===== config.mk =====
export PLATFORM = sky130hd
export DESIGN_NAME = permute_result_collector
export DESIGN_NICKNAME = d
export VERILOG_FILES = /design/src/rtl/permute_result_collector.sv
export SDC_FILE = /design/constraint.sdc
export NUM_CORES = 1
export LEC_CHECK = 0
export CAP_MARGIN = 20
export CORE_ASPECT_RATIO = 1.25
export CORE_UTILIZATION = 45
export DETAILED_ROUTE_END_ITERATION = 6
export PLACE_DENSITY_LB_ADDON = 0.3
export RECOVER_POWER = 50
export SETUP_SLACK_MARGIN = 0.4
export SYNTH_ARGS = -nofsm -noshare
export SYNTH_HDL_FRONTEND = slang
export SYNTH_SLANG_ARGS = --single-unit

===== constraint.sdc =====
create_clock -name clock -period 6.1 [get_ports clock]
set_input_delay 0.61 -clock clock [delete_from_list [all_inputs] [get_ports clock]]
set_output_delay 0.61 -clock clock [all_outputs]
set_load 0.02 [all_outputs]

===== src/rtl/permute_result_collector.sv =====
// -----------------------------------------------------------------------------
// permute_result_collector
//
// Consumer-side endpoint of the full-permutation result stream. Top jobs
// (expected bot counts) are queued in a small FIFO. For each job, exactly
// that many 64-bit result words are accepted and accumulated. One aggregated
// record is then emitted per top.
//
// Ports:
//   clock        in   rising-edge clock
//   rst          in   synchronous, active-low reset
//   jobValid     in   a top job is offered
//   jobReady     out  job FIFO has room (registered occupancy only)
//   jobBotCount  in   number of result words belonging to the offered top
//   resultValid  in   result word valid
//   resultReady  out  result word accepted this cycle (ACCUM only)
//   resultData   in   [63] ECC error, [62:61] reserved, [60:48] pcoeff count,
//                     [47:0] summed data
//   topValid     out  aggregated record valid (held until topReady)
//   topReady     in   downstream takes the record
//   topSum       out  wrapped sum of summed-data fields
//   topPcoeff    out  wrapped sum of pcoeff-count fields
//   topEcc       out  OR of ECC bits over the top
//   topOverflow  out  either accumulator carried out at least once
// -----------------------------------------------------------------------------
module permute_result_collector #(
   parameter int JOB_FIFO_DEPTH = 4,
   parameter int COUNT_WIDTH    = 16,
   parameter int SUM_WIDTH      = 64,
   parameter int PCOEFF_WIDTH   = 32
) (
   input  logic                    clock,
   input  logic                    rst,
   input  logic                    jobValid,
   output logic                    jobReady,
   input  logic [COUNT_WIDTH-1:0]  jobBotCount,
   input  logic                    resultValid,
   output logic                    resultReady,
   input  logic [63:0]             resultData,
   output logic                    topValid,
   input  logic                    topReady,
   output logic [SUM_WIDTH-1:0]    topSum,
   output logic [PCOEFF_WIDTH-1:0] topPcoeff,
   output logic                    topEcc,
   output logic                    topOverflow
);

   localparam int PTR_W = $clog2(JOB_FIFO_DEPTH);

   typedef enum logic [1:0] {
      S_IDLE,
      S_ACCUM,
      S_EMIT
   } state_t;

   state_t r_state;
   state_t w_next_state;

   // Job FIFO
   logic [COUNT_WIDTH-1:0] r_job_mem [JOB_FIFO_DEPTH];
   logic [PTR_W-1:0]       r_wr_ptr;
   logic [PTR_W-1:0]       r_rd_ptr;
   logic [PTR_W:0]         r_occupancy;
   logic [COUNT_WIDTH-1:0] w_head_count;
   logic                   w_fifo_empty;
   logic                   w_push;
   logic                   w_pop;

   // Accumulation datapath
   logic [COUNT_WIDTH-1:0]  r_remaining;
   logic [SUM_WIDTH-1:0]    r_sum;
   logic [PCOEFF_WIDTH-1:0] r_pcoeff;
   logic                    r_ecc;
   logic                    r_overflow;
   logic [SUM_WIDTH:0]      w_sum_ext;
   logic [PCOEFF_WIDTH:0]   w_pcoeff_ext;
   logic                    w_accept;
   logic                    w_result_ready;
   logic                    w_top_valid;

   // Reserved bits 62:61 carry no meaning for this block.
   logic w_unused_reserved;
   assign w_unused_reserved = ^resultData[62:61];

   assign w_fifo_empty = (r_occupancy == '0);
   assign w_head_count = r_job_mem[r_rd_ptr];

   // Handshake outputs are forced low while reset is asserted, independent of
   // whatever the registers held before the first reset edge.
   assign jobReady    = rst && (r_occupancy < (PTR_W+1)'(JOB_FIFO_DEPTH));
   assign resultReady = rst && w_result_ready;
   assign topValid    = rst && w_top_valid;
   assign w_push      = jobValid && jobReady;

   // One extra bit on each adder captures the carry-out for the overflow flag.
   assign w_sum_ext    = {1'b0, r_sum} + (SUM_WIDTH+1)'(resultData[47:0]);
   assign w_pcoeff_ext = {1'b0, r_pcoeff} + (PCOEFF_WIDTH+1)'(resultData[60:48]);

   // -------------------------------------------------------------------------
   // FSM
   // -------------------------------------------------------------------------
   always_ff @(posedge clock) begin
      // NOTE: state elements use non-blocking assignments so every register
      // samples pre-edge values regardless of block evaluation order.
      if (!rst) begin
         r_state <= S_IDLE;
      end else begin
         r_state <= w_next_state;
      end
   end

   always_comb begin
      // NOTE: every signal driven here is given a default first; a path that
      // left one unassigned would infer a latch.
      w_next_state   = r_state;
      w_pop          = 1'b0;
      w_accept       = 1'b0;
      w_result_ready = 1'b0;
      w_top_valid    = 1'b0;
      unique case (r_state)
         S_IDLE: begin
            if (!w_fifo_empty) begin
               w_pop        = 1'b1;
               w_next_state = (w_head_count == '0) ? S_EMIT : S_ACCUM;
            end
         end
         S_ACCUM: begin
            w_result_ready = 1'b1;
            w_accept       = resultValid;
            if (resultValid && (r_remaining == COUNT_WIDTH'(1))) begin
               w_next_state = S_EMIT;
            end
         end
         S_EMIT: begin
            w_top_valid = 1'b1;
            if (topReady) begin
               w_next_state = S_IDLE;
            end
         end
         default: w_next_state = S_IDLE;
      endcase
   end

   // -------------------------------------------------------------------------
   // Job FIFO
   // -------------------------------------------------------------------------
   always_ff @(posedge clock) begin
      if (!rst) begin
         r_wr_ptr    <= '0;
         r_rd_ptr    <= '0;
         r_occupancy <= '0;
      end else begin
         if (w_push) r_wr_ptr <= r_wr_ptr + PTR_W'(1);
         if (w_pop)  r_rd_ptr <= r_rd_ptr + PTR_W'(1);
         unique case ({w_push, w_pop})
            2'b10:   r_occupancy <= r_occupancy + (PTR_W+1)'(1);
            2'b01:   r_occupancy <= r_occupancy - (PTR_W+1)'(1);
            default: r_occupancy <= r_occupancy;
         endcase
      end
   end

   // NOTE: the storage array is deliberately not reset; an entry is only read
   // after it has been written, which the occupancy count guarantees.
   always_ff @(posedge clock) begin
      if (w_push) begin
         r_job_mem[r_wr_ptr] <= jobBotCount;
      end
   end

   // -------------------------------------------------------------------------
   // Accumulators: cleared on pop, updated on accept, otherwise held so the
   // record stays stable through EMIT back-pressure.
   // -------------------------------------------------------------------------
   always_ff @(posedge clock) begin
      if (!rst) begin
         r_remaining <= '0;
         r_sum       <= '0;
         r_pcoeff    <= '0;
         r_ecc       <= 1'b0;
         r_overflow  <= 1'b0;
      end else if (w_pop) begin
         r_remaining <= w_head_count;
         r_sum       <= '0;
         r_pcoeff    <= '0;
         r_ecc       <= 1'b0;
         r_overflow  <= 1'b0;
      end else if (w_accept) begin
         r_remaining <= r_remaining - COUNT_WIDTH'(1);
         r_sum       <= w_sum_ext[SUM_WIDTH-1:0];
         r_pcoeff    <= w_pcoeff_ext[PCOEFF_WIDTH-1:0];
         r_ecc       <= r_ecc | resultData[63];
         r_overflow  <= r_overflow | w_sum_ext[SUM_WIDTH] | w_pcoeff_ext[PCOEFF_WIDTH];
      end
   end

   assign topSum      = r_sum;
   assign topPcoeff   = r_pcoeff;
   assign topEcc      = r_ecc;
   assign topOverflow = r_overflow;

endmodule


Word level (Yosys, flattened, before mapping)
Memory sizes are Yosys's and may differ from the RTL's. A register that Yosys moved wholly into a read port is not among the register bits.
Cells that the tools add are included.

operators by class
  add/sub/neg operators = 7
  multiply operators = 0
  divide/modulo/power cells = 0
  magnitude comparators = 1
  eq/ne operators = 8
  shift operators = 0
  muxes and demuxes = 17
  bitwise gates (word level) = 4
  reductions and logical operators = 12

operators by type and width
  cell                     number
  $add A64 B48 Y65         1
  $add A32 B13 Y33         1
  $mux W16                 2
  $eq A16 B1 Y1 const B    1
  $logic_not A16 Y1        1
  $sub A16 B1 Y16 const B  1
  $mux W2                  6
  $mux W1                  7
  $ne A2 B2 Y1 const B     3
  $pmux W2 S3              1
  $pmux W3 S2              1
  $logic_and A1 B1 Y1      5
  $add A2 B1 Y2 const B    2
  $eq A2 B1 Y1 const B     2
  $eq A2 B2 Y1 const B     2
  $reduce_bool A2 Y1       2
  $add A3 B1 Y3 const B    1
  $logic_not A3 Y1         1
  $lt A3 B3 Y1 const B     1
  $or A1 B1 Y1             3
  $reduce_and A3 Y1        1
  $sub A3 B1 Y3 const B    1
  $logic_not A2 Y1         1
  $reduce_or A2 Y1         1
  $not A1 Y1               1

storage, ports and cells
  bits in registers = 123
  latch bits = 0
  memory bits (writable) = 64
  ROM bits = 0
  bits of input ports = 85
  memories kept = 1

memory list
  name       words  width  rd ports  clocked after memory_dff  wr ports  RTL line  text
  r_job_mem  4      16     1         1                         1         60        logic [COUNT_WIDTH-1:0] r_job_mem [JOB_FIFO_DEPTH];

Longest topological paths before layout
Gate-level depths: netlist (run 1).

  depth after elaboration = 5
  mapped depth = 13
  depth with buffers taken out = 12

Least setup slack after synthesis (run 1)
Ideal clock, no wire load.

  kind = input -> register
  from = input port resultData[0]
  to = register r_sum[44], in the netlist topSum[44]
  setup time = 0.070 ns
  data arrival time = 3.191 ns
  data required time = 6.030 ns
  slack = 2.838 ns
  stages = 12
  buffers on the path = 0
  path through = ha_1 > fa_1 > a21o_1 > a221o_2 > a22oi_4 > o211ai_2 > a211o_1 > a31o_2 > a221oi_2 > xnor2_1 > nand2_1 > a21oi_1

on the way
  cells in the longest elaborated chain, start to end = 1

ends and longest elaborated chain
  what                  RTL line  text
  from (decl)           39        input logic [63:0] resultData,
  $add A64 B48 Y65      96        assign w_sum_ext = {1'b0, r_sum} + (SUM_WIDTH+1)'(resultData[47:0]);
  to (signal assigned)  190       r_sum <= w_sum_ext[SUM_WIDTH-1:0];
  to (decl)             71        logic [SUM_WIDTH-1:0] r_sum;

No other way between the ends.
A chain may end at the register's enable or synchronous reset.

Worst setup path after layout (run 1)
  from = register r_occupancy[2]
  to = register r_sum[59], in the netlist topSum[59]

on the way
  cells in the longest elaborated chain, start to end = 4

ends and longest elaborated chain
  what                        RTL line  text
  from (decl)                 63        logic [PTR_W:0] r_occupancy;
  from (signal assigned)      156       2'b10: r_occupancy <= r_occupancy + (PTR_W+1)'(1);
  from (signal assigned)      157       2'b01: r_occupancy <= r_occupancy - (PTR_W+1)'(1);
  from (signal assigned)      158       default: r_occupancy <= r_occupancy;
  $logic_not A3 Y1            85        assign w_fifo_empty = (r_occupancy == '0);
  $mux W1                     122       if (!w_fifo_empty) begin
  $mux W1                     120       unique case (r_state)
  $reduce_or A2 Y1 (no line)  -

No other way between the ends.

==> results of run 1 <==
-- state kept, by name (all words and copies together) (netlist names), 2 cells and up, named ones only --
name	flops
r_job_mem	64
topSum	64
topPcoeff	32
r_remaining	16
r_occupancy	3
r_rd_ptr	2
r_state	2
r_wr_ptr	2
-- layer usage --
metal / global-route usage / vias to the layer above
li1: - / 4580
met4: 0.08883 / 0
met5: 0 / -
met3: 0.03837 / 37
met1: 0.2687 / 4447
met2: 0.4069 / 209
-- power by group --
group	internal (mW)	total [mW]	switching (mW)
logic	0.577	1.54	0.960
clock network	0.583	1.21	0.622
registers	1.45	1.56	0.111
-- area by class of cell --
class	count	area (sq um)	area share
clock buffers	17	425.4	0.03178
clock inverters	15	219.0	0.01636
inverters	24	90.09	0.006730
multi-input cells	899	5991	0.4475
flip-flops and latches	189	4424	0.3305
well taps	288	360.3	0.02692
repair buffers	190	1877	0.1402
-- worst min path at each step --
stage	to	slack, ns
after floorplan	r_remaining[2]	0.46
after global placement	topEcc	0.45
after detailed placement	topEcc	0.46
after CTS	topSum[15]	0.48
after global routing	topSum[25]	0.49
final	topSum[15]	0.47
-- cell usage after synthesis (12+ instances only) --
cell	n
a21o_1	27
a21oi_1	125
a31oi_1	15
and3_1	12
buf_2	13
clkbuf_1	32
dfxtp_1	125
edfxtp_1	64
ha_1	68
inv_1	24
mux4_2	16
nand2_1	141
nand3_1	41
nand4_1	25
nor2_1	111
nor3_1	21
o211ai_1	12
o21ai_0	43
or3_1	19
xnor2_1	42
xor2_1	39
-- worst register-to-register path, stage by stage (launching register included) --
cell and delay [ns]:
dfxtp_1 0.38, nor3_1 0.09, or3_1 0.54, nand2_1 1.26, clkbuf_1 1.67, or4_1 0.29
nand2_1 0.06
-- through the flow --
step | instance area, sq um | std cells | hold WS, ns
floorplan | 10750 | 1168 | 0.4642
global placement | 12760 | 1590 | 0.4524
detailed placement | 12760 | 1590 | 0.4628
CTS | 13400 | 1622 | 0.4756
global route | 13390 | 1622 | 0.4892
finish | 13390 | 1622 | 0.4679
-- logic make-up after synthesis --
kind of cell             after synthesis  share of synthesized area
flip-flops                           189                     0.4117
AO/OA/AOI/OAI                        306                     0.1851
buffers and inverters                 80                    0.03120
XOR/XNOR                              81                    0.06601
AND/OR/NAND/NOR                      423                     0.1858
adder cells (fa/ha/maj)               71                    0.08476
multiplexers                          18                    0.03539
==> results.toml, run 1 <==
[placement]
portBuffers = 183
pre_cts_ws_ns = 2.091
place_hpwl_microns = 19970
place_congestion = 0.9143

[floorplanning]
core-area_sq_um = 23190
num_rows = 62
die_area_sq_um = 24510
fp.dieW_microns = 140.2
io_pins = 186
die_h_microns = 174.8
start_util = 0.4633

[synthesis]
synth_top_flop_cell = "dfxtp_1"
ys_types = 75
synth_edf_count = 64
avgSynthCellArea_sq_um = 9.201
postSynth.asyncResetShare = 0
synth_seq_cells = 189
synth_area_leaders = "dfxtp_1, edfxtp_1, ha_1"
yosysWarnings = 0
synth_area_sq_um = 10750
synth_top_area_share = 0.2329
synth_nets = 1324
synthCells = 1168
yosys.area.top_type = "dfxtp_1"
ys_seq_area_frac = 0.4117

[critical_path]
cp_slowest_cell = "clkbuf_1"
critPathBufInv = 1
cp.required_ns = 6.41
r2r_slack_ns = 1.67
r2r_end = "topSum[59]"
crit_end = "topSum[59]"
cp_top_family = "simple AND/OR/NAND/NOR gates"
max_stage_delay_ns = 1.67
start_kind = "register"
endpoint_kind = "register"
worst-path-stages = 6
critical_path_class = "register to register"
r2r_cells = 6
crit_fanout = 48
crit_start = "r_occupancy[2]"
crit_path_cell_trace = "nor3_1 -> or3_1 -> nand2_1 -> clkbuf_1 -> or4_1 -> nand2_1"
cp.arrival_ns = 4.74
cp_common_cell = "nand2_1"
r2r_start = "r_occupancy[2]"

[timing]
layout_setup_ws_ns = 1.673
clock-skew-final_ns = 0.02431
slew_headroom = -0.4754
grt_setup_unrepaired = "false"
final.period_utilization = 0.7258
max_freq_mhz = 225.9
hold_violations = 0
slew_violations = 92
fin_tns_setup_ns = 0
finalCriticalPeriod_ns = 4.427
setup_viol = 0
tightest_slew_ns = 2.213

[global_routing]
gr-usage-all-layers = 0.2269
grt_pass1_wl_microns = 44320
grt-ovfl-total = 0
grt_start_max_net_pins = 51
antenna_found_initial = 0
grt_pass1_vias = 8948

[clock_network]
cts_made_buffers = 17
htreeDepth = 4
clk_pin_slew_ns = 0.09
clk_latency_ns = 0.44
cts_root_buffer = "clkbuf_16"
cts_buffer_depth = 2
numClockSinks = 189
post_cts_buffers = 0
cts_tree = "yes"
hold_buffers = 0
cts-resized-gates = 0

[power]
total_power_mw = 4.304
leakage_nw = 5.316
peakVddDrop_uv = 208.6
power_density_nw_per_um2 = 321.5

[detailed_routing]
wl_met3_microns = 1132
met1_length_microns = 11550
wl_microns = 27450
vias = 9273
first_pass_iters = 7
routedWlPerCell_microns = 16.92
drt-initial-drc-count = 438
avgViaCountPerCell = 5.717
maxUsedRoutingLayer = "met4"
drtAntennaViolNets = 0
drc = 0
wl_met2_microns = 14070

[final_layout]
final_common_cell = "nand2_1"
areaGrowthSynthToFinish_pct = 24.57
fin_nets = 1477
post-route-util = 0.5771
n_antenna_cell = 0
drive_gt1_frac = 0.06822
final_cell_mix = "nand2_1, a21oi_1, dfxtp_1, dlygate4sd3_1, nor2_1"
num-fill-cells = 2096

[worst_hold_path]
hold_class = "register to register"
hold_depth = 2
hold_start = "topSum[15]"

[flow_run]
maxCapViolCount = 2

[outcome]
status = "finished with violations"
violations = "capacitance limit, slew limit"
No activity file was read; power rests on OpenSTA's default activity.
==> run 2, diff against run 1 <==
clock period = 4.1 ns   (was 6.1 ns; I/O delays follow)
==> results.toml, run 2 (synthesized netlist as in run 1, its figures left out) <==
[detailed_routing]
routedWlPerCell_microns = 17.18
drc = 0
drt-initial-drc-count = 489
drtAntennaViolNets = 0
first_pass_iters = 7
avgViaCountPerCell = 5.727
wl_microns = 27930
vias = 9312

[final_layout]
final_common_cell = "nand2_1"
final_cell_count_no_fill = 1626
multi_input_area_sq_um = 5998
fin_area_sq_um = 13420
num-fill-cells = 2042
fin_nets = 1481
n_antenna_cell = 0
final_cell_mix = "nand2_1, a21oi_1, dfxtp_1, dlygate4sd3_1, nor2_1"
areaGrowthSynthToFinish_pct = 24.92
post-route-util = 0.5788
final-seq-area_sq_um = 4424
drive_gt1_frac = 0.07175

[critical_path]
r2r_cells = 12
cp.arrival_ns = 3.91
r2r_end = "topSum[44]"
r2r_slack_ns = 0.83
start_kind = "input port"
crit_fanout = 29
r2r_start = "topSum[0]"
endpoint_kind = "register"
critical_path_class = "input port to register"
cp.required_ns = 4.44

[clock_network]
cts_tree = "yes"
numClockSinks = 189
cts_buffer_depth = 2
post_cts_buffers = 0
cts_root_buffer = "clkbuf_16"
clk_latency_ns = 0.44
htreeDepth = 4
cts_made_buffers = 17
cts-resized-gates = 0
hold_buffers = 0
clk_pin_slew_ns = 0.09

[outcome]
status = "finished, final reports clean"

[global_routing]
antenna_found_initial = 0
gr-usage-all-layers = 0.2289
grt_pass1_vias = 8984
grt_pass1_wl_microns = 44800
grt-ovfl-total = 0
grt_start_max_net_pins = 55

[timing]
fin_tns_setup_ns = 0
clock-skew-final_ns = 0.02533
tightest_slew_ns = 1.308
max_freq_mhz = 280.7
setup_viol = 0
finalCriticalPeriod_ns = 3.562
final.period_utilization = 0.8689
slew_violations = 0
hold_violations = 0
slew_headroom = 0.1277
grt_setup_unrepaired = "false"

[power]
sw_frac_of_total = 0.3954
leakage_nw = 5.337
power_density_nw_per_um2 = 481.5
peakVddDrop_uv = 375.8
pwr-share-seq = 0.360
total_power_mw = 6.463
clkPwrFrac = 0.281
p_switching_mw = 2.556
p_int_mw = 3.908
comb_power_share = 0.359

[floorplanning]
fp.dieW_microns = 140.2
num_rows = 62
die_h_microns = 174.8
die_area_sq_um = 24510
io_pins = 186
start_util = 0.4633
core-area_sq_um = 23190

[placement]
dp.cells = 1594
place_hpwl_microns = 20130
postPlaceCellArea_sq_um = 12790
place_congestion = 0.9109
portBuffers = 183

[worst_hold_path]
hold_class = "register to register"
hold_start = "topSum[32]"
holdPathEnd = "topSum[32]"
hold_depth = 2

[flow_run]
maxCapViolCount = 0
run 2: cell count changes in the layout (fill, tap and decap cells not counted):
cell / before / now
buf_4: 5 / 9
clkdlybuf4s50_1: 69 / 68
clkinv_8: 4 / 2
dlygate4sd3_1: 114 / 115
inv_12: 7 / 9
nand2_1: 140 / 139
nand2_4: 0 / 1
run 2: final cells by class:
cell class / count / area share
Clock buffer: 17 / 0.03169
Clock inverter: 15 / 0.01631
Inverter: 24 / 0.006711
Multi-Input combinational cell: 899 / 0.4468
Sequential cell: 189 / 0.3296
Tap cell: 288 / 0.02684
Timing Repair Buffer: 194 / 0.1420
run 2: power by group through the flow:
stage / sequential [mW] / clock (mW) / combinational, mW
after floorplan: 2.40 / 0 / 1.59
after global placement: 2.36 / 0 / 2.31
after detailed placement: 2.36 / 0 / 2.34
after CTS: 2.32 / 1.85 / 2.36
after global routing: 2.35 / 1.92 / 2.55
final: 2.32 / 1.82 / 2.32
run 2: worst max path at each step:
stage,start,to,depth (start not counted)
2_1_floorplan,resultData[0],topSum[44],12
3_3_place_gp,resultData[0],topSum[44],13
3_5_place_dp,resultData[0],topSum[44],13
4_1_cts,resultData[0],topSum[44],13
5_1_grt,rst,r_occupancy[2],12
6_report,rst,r_occupancy[2],12
run 2: metrics by stage:
| stage | setup WS (ns) | hold WS [ns] |
|---|---|---|
| finish | 0.5375 | 0.4710 |
| global route | 0.2639 | 0.4867 |
| CTS | 0.7525 | 0.4778 |
| detailed placement | 0.3154 | 0.4637 |
| global placement | 0.3233 | 0.4499 |
| floorplan | 1.038 | 0.4642 |
run 2: worst max-delay path, stage by stage:
cell           delay, ns
dlygate4sd3_1       0.60
inv_1               0.07
clkbuf_1            0.95
nor2_1              0.26
and2_0              0.33
inv_1               0.09
ha_1                0.17
inv_1               0.06
fa_1                0.37
xor2_1              0.15
or3_1               0.30
a21oi_1             0.13
run 2: per-layer routing:
layer / wire length (microns) / global-route usage
met5: 0 / 0
met4: 543 / 0.07189
met3: 1282 / 0.04029
met2: 14340 / 0.4154
met1: 11770 / 0.2725
==> patch 1, RTL diff (settings of run 2) <==
The 3 states of `state_t` get a one-hot encoding in 3 bits.
--- a/src/rtl/permute_result_collector.sv
+++ b/src/rtl/permute_result_collector.sv
@@ -47,10 +47,10 @@
 
    localparam int PTR_W = $clog2(JOB_FIFO_DEPTH);
 
-   typedef enum logic [1:0] {
-      S_IDLE,
-      S_ACCUM,
-      S_EMIT
+   typedef enum logic [2:0] {
+      S_IDLE  = 3'b001,
+      S_ACCUM = 3'b010,
+      S_EMIT  = 3'b100
    } state_t;
 
    state_t r_state;
Behaviour: no difference found for any inputs over 4 cycles, from zero or initial values and one cycle with rst low; so few cycles prove little.
==> patch 1 against run 2 <==
The run now ends with DRC left. Global-route usage down 0.74 points. Power down 19%. Final area down 1.1%. Synthesized cell count down 1.8%. Die area down 1.9%. Sequential share of layout area up 0.52 points. Via count down 3.6%. First-iteration DRC count up 11%. Wire length down 5.4%. Worst setup slack better by 0.14 ns. Non-clock buffer count down 1. Synthesized area down 2.0%. Critical path depth up 2. Sequential cell count up 1. Critical path type unchanged.
==> patch 1: results (changes against run 2) <==
- The met2 routed wirelength was 13,700 um (-4.3%).
- The post-detailed-placement half-perimeter wirelength is 19,200 um (-4.8%).
- The post-synthesis cell type count is 67 (-11%).
- The net count after synthesis is 1,303 (-1.6%).
- The share of layout cells above drive strength 1 is 5.58% (-1.6 points).
- The largest clock skew in the final design is 0.0194 ns (-0.00589 ns).
- The parity-gate share of the synthesized area counting xor and xnor cells was 7.40% (+0.80 points).
- The total number of nets in the final design came to 1,469 (-0.81%).
- The clock distribution area overhead in the final layout was 4.78% (-0.021 points).
- The final weighted congestion in routability-driven placement is 0.923 (+1.3%).
- The global routing met3 resource utilization was 3.49% (-0.54 points).
- The final-layout fill cell count is 2,066 (+1.2%).
- The flip-flop and latch share of the layout cell area is 33.5% (+0.52 points).
- In the post-synthesis netlist, the biggest area contributors are dfxtp_1 24%, edfxtp_1 18%, ha_1 8.1%.
- The non-clock buffer total of the final layout was 193 (-0.52%).
- The pin count of the biggest net entering global routing is 75 (+36%).
- The number of placed instances with taps included is 1,582 (-0.75%).
- The sequential fraction of design power is 42.0% (+6.0 points).
- The data-path buffer share of cell area in the final layout is 14.4% (+0.16 points).
- The flow ran to the end, but the final reports show violations.
- The detailed-route via count is 8,975 (-3.6%).
- The combinational cell fraction of total power is 24.7% (-11 points).
- The maximum clock rate was 0.292 GHz (+4.0%).
- The count of state elements after synthesis is 190 (+0.53%).
- The total routing usage reported by global routing came to 22.1% (-0.74 points).
- The slowest stage of the critical path is the fa_1 cell.
- The cell count after synthesis came to 1,147 (-1.8%).
- The overall die area is 24,000 um2 (-1.9%).
- The maximum vdd drop is 0.319 mV (-15%).
- The filler-free cell count of the finished design is 1,614 (-0.74%).
- The worst slew margin relative to its limit is 29.0% (+16 points).
- The worst setup timing slack at the placement stage came to 0.185 ns (-0.130 ns).
- The checks that failed: DRC.
- The post-synthesis compound-gate area fraction was 18.3% (-0.17 points).
- The final design area excluding fillers was 13,300 um2 (-1.1%).
- The fraction of met2 tracks used by global routing is 40.4% (-1.2 points).
- The critical path's largest stage delay is 0.44 ns (-0.51 ns).
- The leakage power total is 0.00529 uW (-0.87%).
- The amount of wire on met3 after detailed routing was 1260 um (-2.0%).
- The inverter count of the layout excluding clock inverters is 33 (+38%).
- After synthesis, the most frequently instantiated cells are 166 x nand2_1, 129 x a21oi_1, 126 x dfxtp_1.
- The data arrival time of the worst path is 3.72 ns (-0.19 ns).
- The multi-input gate share of total cell area was 43.7% (-0.96 points).
- The count of unresolved DRC violations after routing is 14 (+14).
- The register area share after synthesis came to 42.2% (+1.0 points).
- The kind of cell adding the most delay to the critical path is compound AO/OA/AOI/OAI gates.
- The layout multi-input combinational cell count is 878 (-2.3%).
- The global-route wire length before repair is 42,900 um (-4.2%).
- The biggest fanout along the worst timing path was 10 (-66%).
- The number of global-route vias before repair is 8,615 (-4.1%).
-- patch 1: path summary, 6_finish.rpt --
check                startpoint          to  slack, ns  cells past startpoint
hold reg to reg      topSum[19]  topSum[19]       0.47                      2
setup / recovery  resultData[0]  topSum[54]       0.67                     14
setup reg to reg      topSum[0]  topSum[54]       0.74                     13
hold / removal       topSum[19]  topSum[19]       0.47                      2
-- patch 1: what timing repair did --
| action | CTS | global route |
|---|---|---|
| endpoints found under the setup margin | 0 | 1 |
| endpoints found under the hold margin | 0 | 0 |
| setup buffers | 0 | 0 |
| gates resized for setup | 0 | 1 |
| hold buffers | 0 | 0 |
-- patch 1: cells by family after synthesis --
kind of cell | count (synthesis)
adders and majority gates | 71
AOI/OAI and AO/OA | 310
xor gates and xnor gates | 89
muxes | 16
and+or+nand+nor | 392
DFF | 190
buffers and inverters | 79
==> patch 2, RTL diff (flow settings as in run 2) <==
Made on the original files. Change the parameter `PCOEFF_WIDTH` from 32 to 16.
--- a/src/rtl/permute_result_collector.sv
+++ b/src/rtl/permute_result_collector.sv
@@ -27,7 +27,7 @@
    parameter int JOB_FIFO_DEPTH = 4,
    parameter int COUNT_WIDTH    = 16,
    parameter int SUM_WIDTH      = 64,
-   parameter int PCOEFF_WIDTH   = 32
+   parameter int PCOEFF_WIDTH   = 16
 ) (
    input  logic                    clock,
    input  logic                    rst,
Ports: changed (resized topPcoeff); port bits go from 186 to 170. No check against the original RTL was run, so the function may have changed too.
==> patch 2 against run 2 <==
Worst setup slack improved by 0.061 ns. Sequential cell count fell by 16. Synthesized area fell by 6.3%. Final area down 6.3%. Wire length is 9.3% lower. Clock power shrank 10%. Critical path type unchanged. First-iteration DRC count is 23% lower. Power fell by 4.2%. Count of clock-buffer cells in the layout up 1. Die area shrank 6.3%. Utilization up 0.077 points. Non-clock buffer count is 12 lower. Worst hold slack lost 0.0016 ns.
==> patch 2: results (changes against run 2) <==
- The net count after synthesis is 1,269 (-4.2%).
- The slowest stage of the critical path is the a311oi_1 cell.
- The maximum vdd drop is 0.340 mV (-9.6%).
- The largest clock skew in the final design is 0.0164 ns (-0.00890 ns).
- The register-to-register setup slack came to 0.68 ns (-0.15 ns).
- The number of global-route vias before repair is 8,426 (-6.2%).
- The run finished with clean final reports.
- The first-pass detailed-route iteration total is 5 (-2).
- The number of placed instances with taps included came to 1,522 (-4.5%).
- The share of layout cells above drive strength 1 came to 5.41% (-1.8 points).
- The final weighted congestion in routability-driven placement is 0.886 (-2.8%).
- The measured slew at the worst slew-check pin is 1.03 ns (-0.283 ns).
- The total of buffers placed on input and output ports is 167 (-8.7%).
- The mean instance size in the synthesized netlist was 9.04 um2 (-1.7%).
- The final routed wirelength across all metal layers was 25,300 um (-9.3%).
- The detailed-route wire length per cell is 16.3 um (-5.1%).
- The beginning of the worst hold path is topSum[15].
- The leakage power total is 0.00481 uW (-10%).
- Ranked by instance count, the synthesized netlist is headed by 132 x nand2_1, 131 x a21oi_1, 109 x dfxtp_1.
- CTS placed an instance of clkbuf_16 at the clock tree root.
- The post-detailed-placement half-perimeter wirelength is 18,900 um (-6.3%).
- The path with the worst hold slack has its endpoint at topSum[15].
- The register area share after synthesis is 40.8% (-0.40 points).
- The via count normalized by instance count is 5.63 (-1.7%).
- The count of routing violations after the opening detailed-route iteration was 377 (-23%).
- Tracing the worst setup path back leads to its startpoint at resultData[0].
- The global-route wire length before repair is 40,700 um (-9.3%).
- The critical path's largest stage delay is 0.49 ns (-0.46 ns).
- The post-synthesis cell type count is 63 (-16%).
- The biggest fanout along the worst timing path is 5 (-83%).
- The data arrival time of the worst path came to 3.82 ns (-0.09 ns).
## patch 2: cell types whose count changed after synthesis, moves of 7 or more
cell | run 2 | this run
nand4_1 | 25 | 14
nand2_1 | 141 | 132
buf_2 | 13 | 5
nor2b_1 | 6 | 17
o211ai_1 | 12 | 5
o21ai_1 | 6 | 16
dfxtp_1 | 125 | 109
nor2_1 | 111 | 82
xor2_1 | 39 | 17
inv_1 | 24 | 36
## patch 2: cell families after synthesis
family / Yosys count / share of synthesized area [%]
flops: 173 / 40.8
mux: 19 / 3.88
xor+xnor: 56 / 4.87
compound gates: 322 / 20.0
simple gates: 383 / 18.0
buf+inv: 89 / 3.38
fa+ha+maj: 71 / 9.05
## patch 2: metrics by stage
stage,setup slack [ns],instance area (um2)
3_3_place_gp,0.277,12000
5_1_grt,0.452,12600
6_report,0.599,12600
3_5_place_dp,0.231,12000
2_1_floorplan,1.13,10100
4_1_cts,0.693,12600
## patch 2: how the worst max path moves through the flow
stage,to,cells after the start
after detailed placement,topSum[44],13
after global routing,topSum[40],12
final,topSum[44],13
after CTS,topSum[44],13
after global placement,topSum[44],13
after floorplan,topSum[63],11
## patch 2: report_power, final
group	total, uW	switching [uW]	internal [uW]
sequential	2220	204	2010
clock	1630	716	909
combinational	2350	1410	943
## patch 2: metal layers
layer | global-route usage, % | vias up | part of all wire (%)
met5 | 0 | - | 0
met3 | 3.64 | 32 | 5.0
met1 | 26.0 | 4123 | 42
met4 | 7.96 | 0 | 1.9
met2 | 40.9 | 215 | 51
li1 | - | 4377 | -
## patch 2: worst max-delay path, delay by kind of cell
family	cells	cell delay [ns]
and+or+nand+nor	2	0.41
xor gates and xnor gates	1	0.16
buffers and inverters	1	0.46
adders and majority gates	2	0.51
AOI/OAI and AO/OA	7	1.87
## patch 2: layout make-up
class	instances	area, um2
fill	1907	9120
multi-input combinational	851	5630
sequential	173	4100
timing repair buffer	182	1770
clock buffer	18	429
tap	279	349
clock inverter	14	155
inverter	37	139
